`src/rtl/scope_pkg.sv`:
```
// Shared types and constants for the scope capture path: FSM states,
// default buffer geometry and the ADC sample width.
package scope_pkg;

  localparam int SAMPLE_W    = 8;
  localparam int DEF_ADDR_W  = 9;
  localparam int DEF_PRETRIG = 128;

  typedef enum logic [2:0] {
    IDLE,
    PREFILL,
    ARMED,
    POST,
    DONE
  } state_e;

endpackage

```
`src/rtl/scope_capture_ram.sv`:
```
// Simple dual-port sample buffer with a registered read port, written so
// that it maps onto a single block RAM.
module scope_capture_ram #(
  parameter int ADDR_W = 9,
  parameter int DATA_W = 8
) (
  input  logic              iCLK,
  input  logic              wr_en,
  input  logic [ADDR_W-1:0] wr_addr,
  input  logic [DATA_W-1:0] wr_data,
  input  logic              rd_en,
  input  logic [ADDR_W-1:0] rd_addr,
  output logic [DATA_W-1:0] rd_data
);

  logic [DATA_W-1:0] mem [0:(1<<ADDR_W)-1];
  logic [DATA_W-1:0] rd_data_q;

  // No reset on the read register so the block stays RAM-inferable.
  always_ff @(posedge iCLK) begin
    if (wr_en) mem[wr_addr] <= wr_data;
    if (rd_en) rd_data_q <= mem[rd_addr];
  end

  assign rd_data = rd_data_q;

endmodule

```
`src/rtl/scope_capture.sv`:
```
// Trigger-and-capture stage: circular pre-trigger history, level-crossing
// trigger, post-trigger fill and oldest-first replay. Optional macro
// SCOPE_CAPTURE_HYST_EN replaces the crossing rule with a hysteresis rule.
module scope_capture
  import scope_pkg::*;
#(
  parameter int ADDR_W  = DEF_ADDR_W,
  parameter int PRETRIG = DEF_PRETRIG,
  parameter int HYST    = 4
) (
  input  logic                iCLK,
  input  logic                iRST_N,
  input  logic [SAMPLE_W-1:0] iADC_Data,
  input  logic                iData_Valid,
  input  logic                iArm,
  input  logic [SAMPLE_W-1:0] iTrig_Level,
  input  logic                iTrig_Rising,
  input  logic                iRd_Req,
  output logic [SAMPLE_W-1:0] oRd_Data,
  output logic                oRd_Valid,
  output logic                oRd_Last,
  output logic                oArmed,
  output logic                oTriggered,
  output logic                oDone
);

  localparam int DEPTH = 1 << ADDR_W;
  localparam int CNT_W = ADDR_W + 1;
  localparam logic [CNT_W-1:0]  PRE_LAST  = CNT_W'(PRETRIG - 1);
  localparam logic [CNT_W-1:0]  POST_LAST = CNT_W'(DEPTH - PRETRIG - 1);
  localparam logic [ADDR_W-1:0] PRE_OFS   = ADDR_W'(PRETRIG);
  localparam logic [ADDR_W-1:0] RD_LAST   = ADDR_W'(DEPTH - 1);

  if (PRETRIG < 1 || PRETRIG > DEPTH - 1 || HYST < 0 || HYST > 255) begin : g_param_check
    $error("scope_capture: PRETRIG or HYST out of range");
  end

  state_e                state_q, state_d;
  logic                  arm_q;
  logic [ADDR_W-1:0]     wr_ptr_q, wr_ptr_d;
  logic [CNT_W-1:0]      cnt_q, cnt_d;
  logic [ADDR_W-1:0]     trig_addr_q, trig_addr_d;
  logic [SAMPLE_W-1:0]   prev_q, prev_d;
  logic [ADDR_W-1:0]     rd_ptr_q, rd_ptr_d;
  logic [ADDR_W-1:0]     rd_cnt_q, rd_cnt_d;
  logic                  rd_valid_q, rd_last_q, rd_last_d;
  logic                  armed_q, trig_q, done_q;
  logic                  arm_rise, fire, wr_en, rd_en;
  logic [SAMPLE_W-1:0]   ram_rd_data;

  assign arm_rise = iArm & ~arm_q;

`ifdef SCOPE_CAPTURE_HYST_EN
  localparam logic [SAMPLE_W:0] HYST_V = (SAMPLE_W+1)'(HYST);

  logic seen_q, seen_d;

  function automatic logic [SAMPLE_W-1:0] sat0_sub(input logic [SAMPLE_W-1:0] a);
    logic [SAMPLE_W:0] d;
    d = {1'b0, a} - HYST_V;
    return d[SAMPLE_W] ? '0 : d[SAMPLE_W-1:0];
  endfunction

  function automatic logic [SAMPLE_W-1:0] sat255_add(input logic [SAMPLE_W-1:0] a);
    logic [SAMPLE_W:0] s;
    s = {1'b0, a} + HYST_V;
    return s[SAMPLE_W] ? '1 : s[SAMPLE_W-1:0];
  endfunction

  // The arming excursion must happen in ARMED before the threshold counts.
  always_comb begin
    seen_d = seen_q;
    fire   = 1'b0;
    if (state_q == ARMED && iData_Valid) begin
      if (iTrig_Rising) begin
        fire = seen_q && (iADC_Data >= iTrig_Level);
        if (iADC_Data <= sat0_sub(iTrig_Level)) seen_d = 1'b1;
      end else begin
        fire = seen_q && (iADC_Data <= iTrig_Level);
        if (iADC_Data >= sat255_add(iTrig_Level)) seen_d = 1'b1;
      end
    end
    if (state_d == ARMED && state_q != ARMED) seen_d = 1'b0;
  end

  always_ff @(posedge iCLK or negedge iRST_N) begin
    if (!iRST_N) seen_q <= 1'b0;
    else         seen_q <= seen_d;
  end
`else
  always_comb begin
    if (iTrig_Rising) fire = (prev_q < iTrig_Level) && (iADC_Data >= iTrig_Level);
    else              fire = (prev_q > iTrig_Level) && (iADC_Data <= iTrig_Level);
  end
`endif

  always_comb begin
    state_d     = state_q;
    wr_ptr_d    = wr_ptr_q;
    cnt_d       = cnt_q;
    trig_addr_d = trig_addr_q;
    prev_d      = prev_q;
    rd_ptr_d    = rd_ptr_q;
    rd_cnt_d    = rd_cnt_q;
    rd_last_d   = 1'b0;
    wr_en       = 1'b0;
    rd_en       = 1'b0;

    if (iData_Valid) prev_d = iADC_Data;

    case (state_q)
      IDLE: begin
        if (arm_rise) begin
          state_d  = PREFILL;
          wr_ptr_d = '0;
          cnt_d    = '0;
        end
      end
      PREFILL: begin
        if (iData_Valid) begin
          wr_en    = 1'b1;
          wr_ptr_d = wr_ptr_q + 1'b1;
          cnt_d    = cnt_q + 1'b1;
          if (cnt_q == PRE_LAST) begin
            state_d = ARMED;
            cnt_d   = '0;
          end
        end
      end
      ARMED: begin
        if (iData_Valid) begin
          wr_en    = 1'b1;
          wr_ptr_d = wr_ptr_q + 1'b1;
          if (fire) begin
            trig_addr_d = wr_ptr_q;
            cnt_d       = CNT_W'(1);
            state_d     = (POST_LAST == '0) ? DONE : POST;
          end
        end
      end
      POST: begin
        // cnt_q already includes the trigger sample.
        if (iData_Valid) begin
          wr_en    = 1'b1;
          wr_ptr_d = wr_ptr_q + 1'b1;
          cnt_d    = cnt_q + 1'b1;
          if (cnt_q == POST_LAST) state_d = DONE;
        end
      end
      DONE: begin
        if (arm_rise) begin
          state_d  = PREFILL;
          wr_ptr_d = '0;
          cnt_d    = '0;
        end else if (iRd_Req) begin
          rd_en     = 1'b1;
          rd_last_d = (rd_cnt_q == RD_LAST);
          if (rd_cnt_q == RD_LAST) begin
            rd_ptr_d = trig_addr_q - PRE_OFS;
            rd_cnt_d = '0;
          end else begin
            rd_ptr_d = rd_ptr_q + 1'b1;
            rd_cnt_d = rd_cnt_q + 1'b1;
          end
        end
      end
      default: state_d = IDLE;
    endcase

    // Replay starts at the oldest pre-trigger sample.
    if (state_d == DONE && state_q != DONE) begin
      rd_ptr_d = trig_addr_d - PRE_OFS;
      rd_cnt_d = '0;
    end
  end

  always_ff @(posedge iCLK or negedge iRST_N) begin
    if (!iRST_N) begin
      state_q     <= IDLE;
      arm_q       <= 1'b0;
      wr_ptr_q    <= '0;
      cnt_q       <= '0;
      trig_addr_q <= '0;
      prev_q      <= '0;
      rd_ptr_q    <= '0;
      rd_cnt_q    <= '0;
      rd_valid_q  <= 1'b0;
      rd_last_q   <= 1'b0;
      armed_q     <= 1'b0;
      trig_q      <= 1'b0;
      done_q      <= 1'b0;
    end else begin
      state_q     <= state_d;
      arm_q       <= iArm;
      wr_ptr_q    <= wr_ptr_d;
      cnt_q       <= cnt_d;
      trig_addr_q <= trig_addr_d;
      prev_q      <= prev_d;
      rd_ptr_q    <= rd_ptr_d;
      rd_cnt_q    <= rd_cnt_d;
      rd_valid_q  <= rd_en;
      rd_last_q   <= rd_last_d;
      armed_q     <= (state_d == ARMED);
      trig_q      <= (state_d == POST);
      done_q      <= (state_d == DONE);
    end
  end

  scope_capture_ram #(
    .ADDR_W (ADDR_W),
    .DATA_W (SAMPLE_W)
  ) u_ram (
    .iCLK    (iCLK),
    .wr_en   (wr_en),
    .wr_addr (wr_ptr_q),
    .wr_data (iADC_Data),
    .rd_en   (rd_en),
    .rd_addr (rd_ptr_q),
    .rd_data (ram_rd_data)
  );

  // RAM output is not resettable, so gate it with the valid flag.
  assign oRd_Data   = rd_valid_q ? ram_rd_data : '0;
  assign oRd_Valid  = rd_valid_q;
  assign oRd_Last   = rd_last_q;
  assign oArmed     = armed_q;
  assign oTriggered = trig_q;
  assign oDone      = done_q;

endmodule

```
`config.mk`:
```
export PLATFORM = sky130hd
export DESIGN_NAME = scope_capture
export DESIGN_NICKNAME = d
export VERILOG_FILES = /design/src/rtl/scope_pkg.sv /design/src/rtl/scope_capture_ram.sv /design/src/rtl/scope_capture.sv
export SDC_FILE = /design/constraint.sdc
export NUM_CORES = 2
export LEC_CHECK = 0
export ABC_CLOCK_PERIOD_IN_PS = 6950
export BUFFER_PORTS_ARGS = -buffer_cell sky130_fd_sc_hd__buf_2
export CAP_MARGIN = 20
export CORE_MARGIN = 3
export CORE_UTILIZATION = 60
export CTS_CLUSTER_DIAMETER = 120
export CTS_CLUSTER_SIZE = 16
export DETAILED_ROUTE_END_ITERATION = 8
export PLACE_DENSITY = 0.76
export SYNTH_ARGS = -nofsm -noshare
export SYNTH_HDL_FRONTEND = slang
export SYNTH_SLANG_ARGS = --single-unit
```
`constraint.sdc`:
```
create_clock -name iCLK -period 6.95 [get_ports iCLK]
set_clock_uncertainty 0.05 [all_clocks]
set_input_delay 0.695 -clock iCLK [delete_from_list [all_inputs] [get_ports iCLK]]
set_output_delay 0.695 -clock iCLK [all_outputs]
set_load 0.01 [all_outputs]
```
After elaboration in Yosys (flattened, before gate mapping)
Memory sizes are Yosys's and may differ from the RTL's. A register that Yosys moved wholly into a read port is not among the register bits.
Index checks and enable logic that the tools add are counted.
Widths: inputs -> output; s select.
{"block": "classes", "addsub": 6, "n_lt_le_gt_ge": 4, "n_eq_ne": 18, "mux": 43, "bitwise_logic": 2, "reduce_logical": 13}
{"op": "$mux 9", "count": 15}
{"op": "$mux 10", "count": 6}
{"op": "$pmux 10 s4", "count": 1}
{"op": "$add 9x1->9 const B", "count": 3}
{"op": "$mux 3", "count": 7}
{"op": "$pmux 9 s2", "count": 1}
{"op": "$sub 9x8->9 const B", "count": 2}
{"op": "$eq 3x2->1 const B", "count": 4}
{"op": "$pmux 3 s4", "count": 1}
{"op": "$mux 1", "count": 11}
{"op": "$add 10x1->10 const B", "count": 1}
{"op": "$eq 10x7->1 const B", "count": 1}
{"op": "$eq 10x9->1 const B", "count": 1}
{"op": "$eq 9x9->1 const B", "count": 1}
{"op": "$ge 8x8->1", "count": 1}
{"op": "$gt 8x8->1", "count": 1}
{"op": "$le 8x8->1", "count": 1}
{"op": "$lt 8x8->1", "count": 1}
{"op": "$mux 8", "count": 1}
{"op": "$ne 2x2->1 const B", "count": 4}
{"op": "$eq 3x3->1 const B", "count": 2}
{"op": "$ne 2x1->1 const B", "count": 3}
{"op": "$reduce_and 3->1", "count": 2}
{"op": "$reduce_and 6->1", "count": 1}
{"op": "other kinds (10)", "count": 14}
{"block": "totals", "ff_bits": 63, "ramBits": 4096, "in_bits": 22, "word_cells": 100, "memories": 1}
{"memory": "u_ram.mem", "words": 512, "word_bits": 8, "read_ports": 1, "rd_ports_with_merged_regs": 1, "write_ports": 1, "line": "scope_capture_ram.sv:16", "rtl": "logic [DATA_W-1:0] mem [0:(1<<ADDR_W)-1];"}

Depth between registers and ports, before layout
{"block": "logic_depth", "ltp_word": 10, "depth_mapped": 14, "mapped_depth_nobuf": 11}

Hierarchy
Synthesis repeated with hierarchy kept, for this count alone.
{"block": "unflattened", "cells_unflattened": 8417, "area_unflattened_um2": 163693.2}
{"mod": "scope_capture_ram", "n_inst": 1, "cells_each": 8030, "area_each_um2": 160007.2}
{"mod": "scope_capture", "n_inst": 1, "cells_each": 387, "area_each_um2": 3686.0}

Worst setup path after synthesis
No wires, ideal clock.
{"block": "synth_timing", "path_type": "input to register", "from": "input iTrig_Level[1]", "to": "register trig_addr_q[3]", "arrival_ps": 2776, "t_required_ps": 6775, "slack_ps": 3999, "path_stages": 11, "n_path_buf": 1, "cell_sequence": "inv_1 > ha_1 > nor2b_1 > o21a_1 > o21a_1 > o21bai_1 > and2_1 > o221ai_1 > nand4b_1 > clkbuf_1 > mux2_2"}
{"block": "synth_via", "elab_chain_cells": 6, "elab_cells_between_ends": 10, "classes_between": "4 x order compare; 4 x mux; 2 x reduce/logical"}
{"item": "start: declaration", "line": "scope_capture.sv:16", "rtl": "input logic [SAMPLE_W-1:0] iTrig_Level,"}
{"item": "$gt 8x8->1, or another cell as far along", "line": "scope_capture.sv:93", "rtl": "else fire = (prev_q > iTrig_Level) && (iADC_Data <= iTrig_Level);"}
{"item": "$logic_and 1x1->1 (on tied branches)", "line": "scope_capture.sv:93, scope_capture.sv:92"}
{"item": "$mux 1 *", "line": "scope_capture.sv:92", "rtl": "if (iTrig_Rising) fire = (prev_q < iTrig_Level) && (iADC_Data >= iTrig_Level);"}
{"item": "$mux 9 *", "line": "scope_capture.sv:134", "rtl": "if (fire) begin"}
{"item": "$mux 9 *", "line": "scope_capture.sv:131", "rtl": "if (iData_Valid) begin"}
{"item": "$mux 9 *", "line": "scope_capture.sv:111", "rtl": "case (state_q)"}
{"item": "net trig_addr_d[3]", "line": "scope_capture.sv:42", "rtl": "logic [ADDR_W-1:0] trig_addr_q, trig_addr_d;"}
{"item": "end signal: assignment", "line": "scope_capture.sv:197", "rtl": "trig_addr_q <= trig_addr_d;"}
{"item": "end: declaration", "line": "scope_capture.sv:42"}
Mark *: on every way through the listed nets, which the timed path passes. The rest lies on a longest branch.
A chain may end at the register's enable or synchronous reset.

==> results.py <==
metrics = {
    "outcome": {
        "outcome": "complete, no violations",
    },
    "placed_design": {
        "portBuffers": 34,
        "gp_routability_congestion": 0.903,
        "dp_hpwl_um": 258000,
        "placed_cell_area_mm2": 0.167,
    },
    "timing": {
        "hold_viol_final": 0,
        "tns_ps": 0,
        "slew_viol_final": 0,
        "finalSetupViolCount": 0,
        "min_period_ps": 5310,
        "relSlewSlack_pct": 17.4,
        "fmax_mhz": 188,
        "rsz0062_at_grt": "no",
        "timing.final.crit_share_pct": 76.4,
        "tightest_slew_ps": 1230,
    },
    "worst_setup_path": {
        "crit_arrival_ps": 5890,
        "critical_path.max_stage_delay_ps": 1020,
        "crit_fanout": 35,
        "worstPathCellList": "buf_4, buf_4, nor2_4, buf_12, a22oi_1, nand3_1, a21oi_1, nor3_1, a311oi_1, o31ai_1",
        "critPathCaptureType": "flop",
        "path_buf_inv": 3,
        "required_ps": 7530,
        "cpMostUsedCell": "buf_4",
        "cp_top_family": "compound AO/OA/AOI/OAI gates",
        "critical_path_class": "reg2reg",
        "cp_slowest_cell": "a311oi_1",
        "start_kind": "flop",
    },
    "pwr": {
        "power_density_mw_per_mm2": 257,
        "power_w": 0.0451,
        "switching_share_pct": 20.6,
        "p_int_w": 0.0358,
        "power_frac_comb_pct": 2.8,
        "vdd_ir_drop_max_v": 0.000194,
        "power_frac_seq_pct": 61.5,
        "switching_power_w": 0.00931,
        "power_leakage_nw": 52.5,
        "pwr-share-clk_pct": 35.7,
    },
    "drt": {
        "drc": 0,
        "dr.first_iter.drc_count": 13800,
        "ant_nets": 0,
        "avgViaCountPerCell": 7.28,
        "wl_per_cell_um": 37.9,
        "routed_wirelength_um": 433000,
        "vias": 83200,
        "firstDrtPassIters": 7,
    },
    "yosys": {
        "yosys_warnings": 0,
        "synth_area_leader_cell": "edfxtp_1",
        "yosysSeqAreaShare_pct": 76.3,
        "synth_fp_nets": 7751,
        "synthArstFlopShare_pct": 1.51,
        "synthFlopType": "edfxtp_1",
        "synth_edf_count": 4104,
        "synth.area.top_cells": "edfxtp_1 (75%), mux4_2 (13%), mux2i_1 (2.1%)",
        "syn_area_mm2": 0.164,
        "synth_top_cell_area_share_pct": 75.3,
        "synth.distinct_cells": 77,
        "syn_area_per_cell_um2": 21.2,
        "syn_inst": 7705,
        "synth_seq_cells": 4167,
    },
    "grt": {
        "grt_pass1_vias": 81300,
        "grt-ovfl-total": 0,
        "grt_pass1_wl_um": 614000,
        "grt_max_degree": 206,
        "grt_usage_pct": 31.1,
        "antenna_found_initial": 24,
    },
    "layout": {
        "fillCellCount": 16900,
        "mostFrequentLayoutCell": "edfxtp_1",
        "area.sequential_mm2": 0.125,
        "drive_above_1_share_pct": 19.9,
        "finish.instance_area_mm2": 0.176,
        "final_cell_mix": "edfxtp_1 (4,104), mux4_2 (914), nor2_1 (615), mux2i_1 (346), clkbuf_16 (306)",
        "area_growth_pct": 7.38,
        "fin_util_pct": 64.8,
        "final_nets": 7822,
        "multi_input_area_mm2": 0.0357,
    },
    "floorplan": {
        "die_w_um": 528,
        "io_pins": 35,
        "initial_core_util_pct": 60.4,
        "design.die.area_mm2": 0.279,
        "rows": 191,
        "die_y_um": 528,
        "coreArea_mm2": 0.271,
    },
    "clock_network": {
        "cts_tree": "built",
        "cts_buffers": 302,
        "cts.htree.levels": 5,
        "cts_root_buf": "clkbuf_16",
        "cts_sinks": 4167,
        "cts_buffer_depth": 4,
        "clkLatencyLatePin_ps": 900,
        "path_clk_slew_ps": 80,
    },
    "flow_run": {
        "max_cap_viol_count": 0,
    },
    "min_path": {
        "hp-class": "in2reg",
    },
}
cells by family (layout without fill, tap and decap cells):
group	count (synthesis)	in the layout	synth area share, %
xor+xnor	9	9	0.0482
flops	4167	4167	76.3
other cells	0	26	0
compound gates	624	624	2.58
mux	1377	1377	16.3
buf+inv	506	636	2.04
fa+ha+maj	24	24	0.184
simple gates	998	998	2.54
registers in the layout, indices dropped and copies added (netlist names):
name,count
u_ram.mem,4096
cnt_q,10
rd_cnt_q,9
rd_ptr_q,9
trig_addr_q,9
wr_ptr_q,9
prev_q,8
u_ram.rd_data,8
state_q,3
arm_q,1
oArmed,1
oDone,1
oRd_Last,1
oRd_Valid,1
oTriggered,1
routing by layer:
metal | up-vias | routed length (µm) | global-route usage [%] | part of all wire, %
li1 | 32000 | - | - | -
met1 | 43100 | 152000 | 43.7 | 35
met2 | 6942 | 197000 | 45.6 | 46
met3 | 1087 | 61900 | 9.74 | 14
met4 | 20 | 21900 | 13.7 | 5.1
met5 | - | 134 | 0 | 0.031
layout make-up:
cell class	count	share of cell area, %
timing repair buffer	247	1.38
clock inverter	19	0.161
multi-input combinational	3032	20.3
sequential	4167	71.1
inverter	26	0.0655
clock buffer	344	4.44
tap	3570	2.54
antenna	26	0.0370
power by group through the flow:
| stage | Clock [W] | Combinational [W] | Sequential [W] |
|---|---|---|---|
| after floorplan | 0 | 0.000319 | 0.0283 |
| after global placement | 0 | 0.00119 | 0.0283 |
| after detailed placement | 0 | 0.00124 | 0.0283 |
| after CTS | 0.0162 | 0.00124 | 0.0277 |
| after global routing | 0.0171 | 0.00131 | 0.0277 |
| final | 0.0161 | 0.00128 | 0.0277 |
path summary, 6_finish.rpt:
check	startpoint	to	slack [ps]	depth (start not counted)
max	rd_ptr_q[3]	u_ram.rd_data[1]	1640	10
min	iADC_Data[4]	u_ram.mem[349][4]	130	1
max reg2reg	rd_ptr_q[3]	u_ram.rd_data[1]	1640	10
min reg2reg	cnt_q[3]	cnt_q[3]	480	1
max in group asynchronous	iRST_N	rd_ptr_q[1]	5590	3
min in group asynchronous	iRST_N	prev_q[2]	500	3
per-stage QoR:
stage,hold WS (ps),setup slack (ps),instances
after detailed placement,454,1840,11000
after floorplan,349,4000,7705
final,135,1640,11400
after CTS,105,1810,11400
after global routing,124,1720,11400
after global placement,429,1540,11000
cells in the mapped netlist, drive strengths merged (6+ instances only):
cell / count
a2111oi: 22
a211oi: 30
a21o: 9
a21oi: 145
a221oi: 45
a22oi: 37
a311oi: 7
a31oi: 28
and2: 17
and3: 13
buf: 282
clkbuf: 196
dfrtp: 63
edfxtp: 4104
ha: 24
inv: 24
mux2: 28
mux2i: 346
mux4: 1003
nand2: 190
nand2b: 8
nand3: 47
nand4: 14
nor2: 619
nor2b: 23
nor3: 30
nor3b: 10
nor4: 10
o211ai: 17
o21ai: 106
o221ai: 76
o22ai: 48
o31ai: 6
or2: 6
or3: 6
xor2: 6
repair_timing:
item                                   CTS  global route
hold buffers                             2             0
gates resized for setup                  0             0
setup buffers                            0             0
endpoints found under the hold margin   29             0
Power figures use the tool's default switching activity.
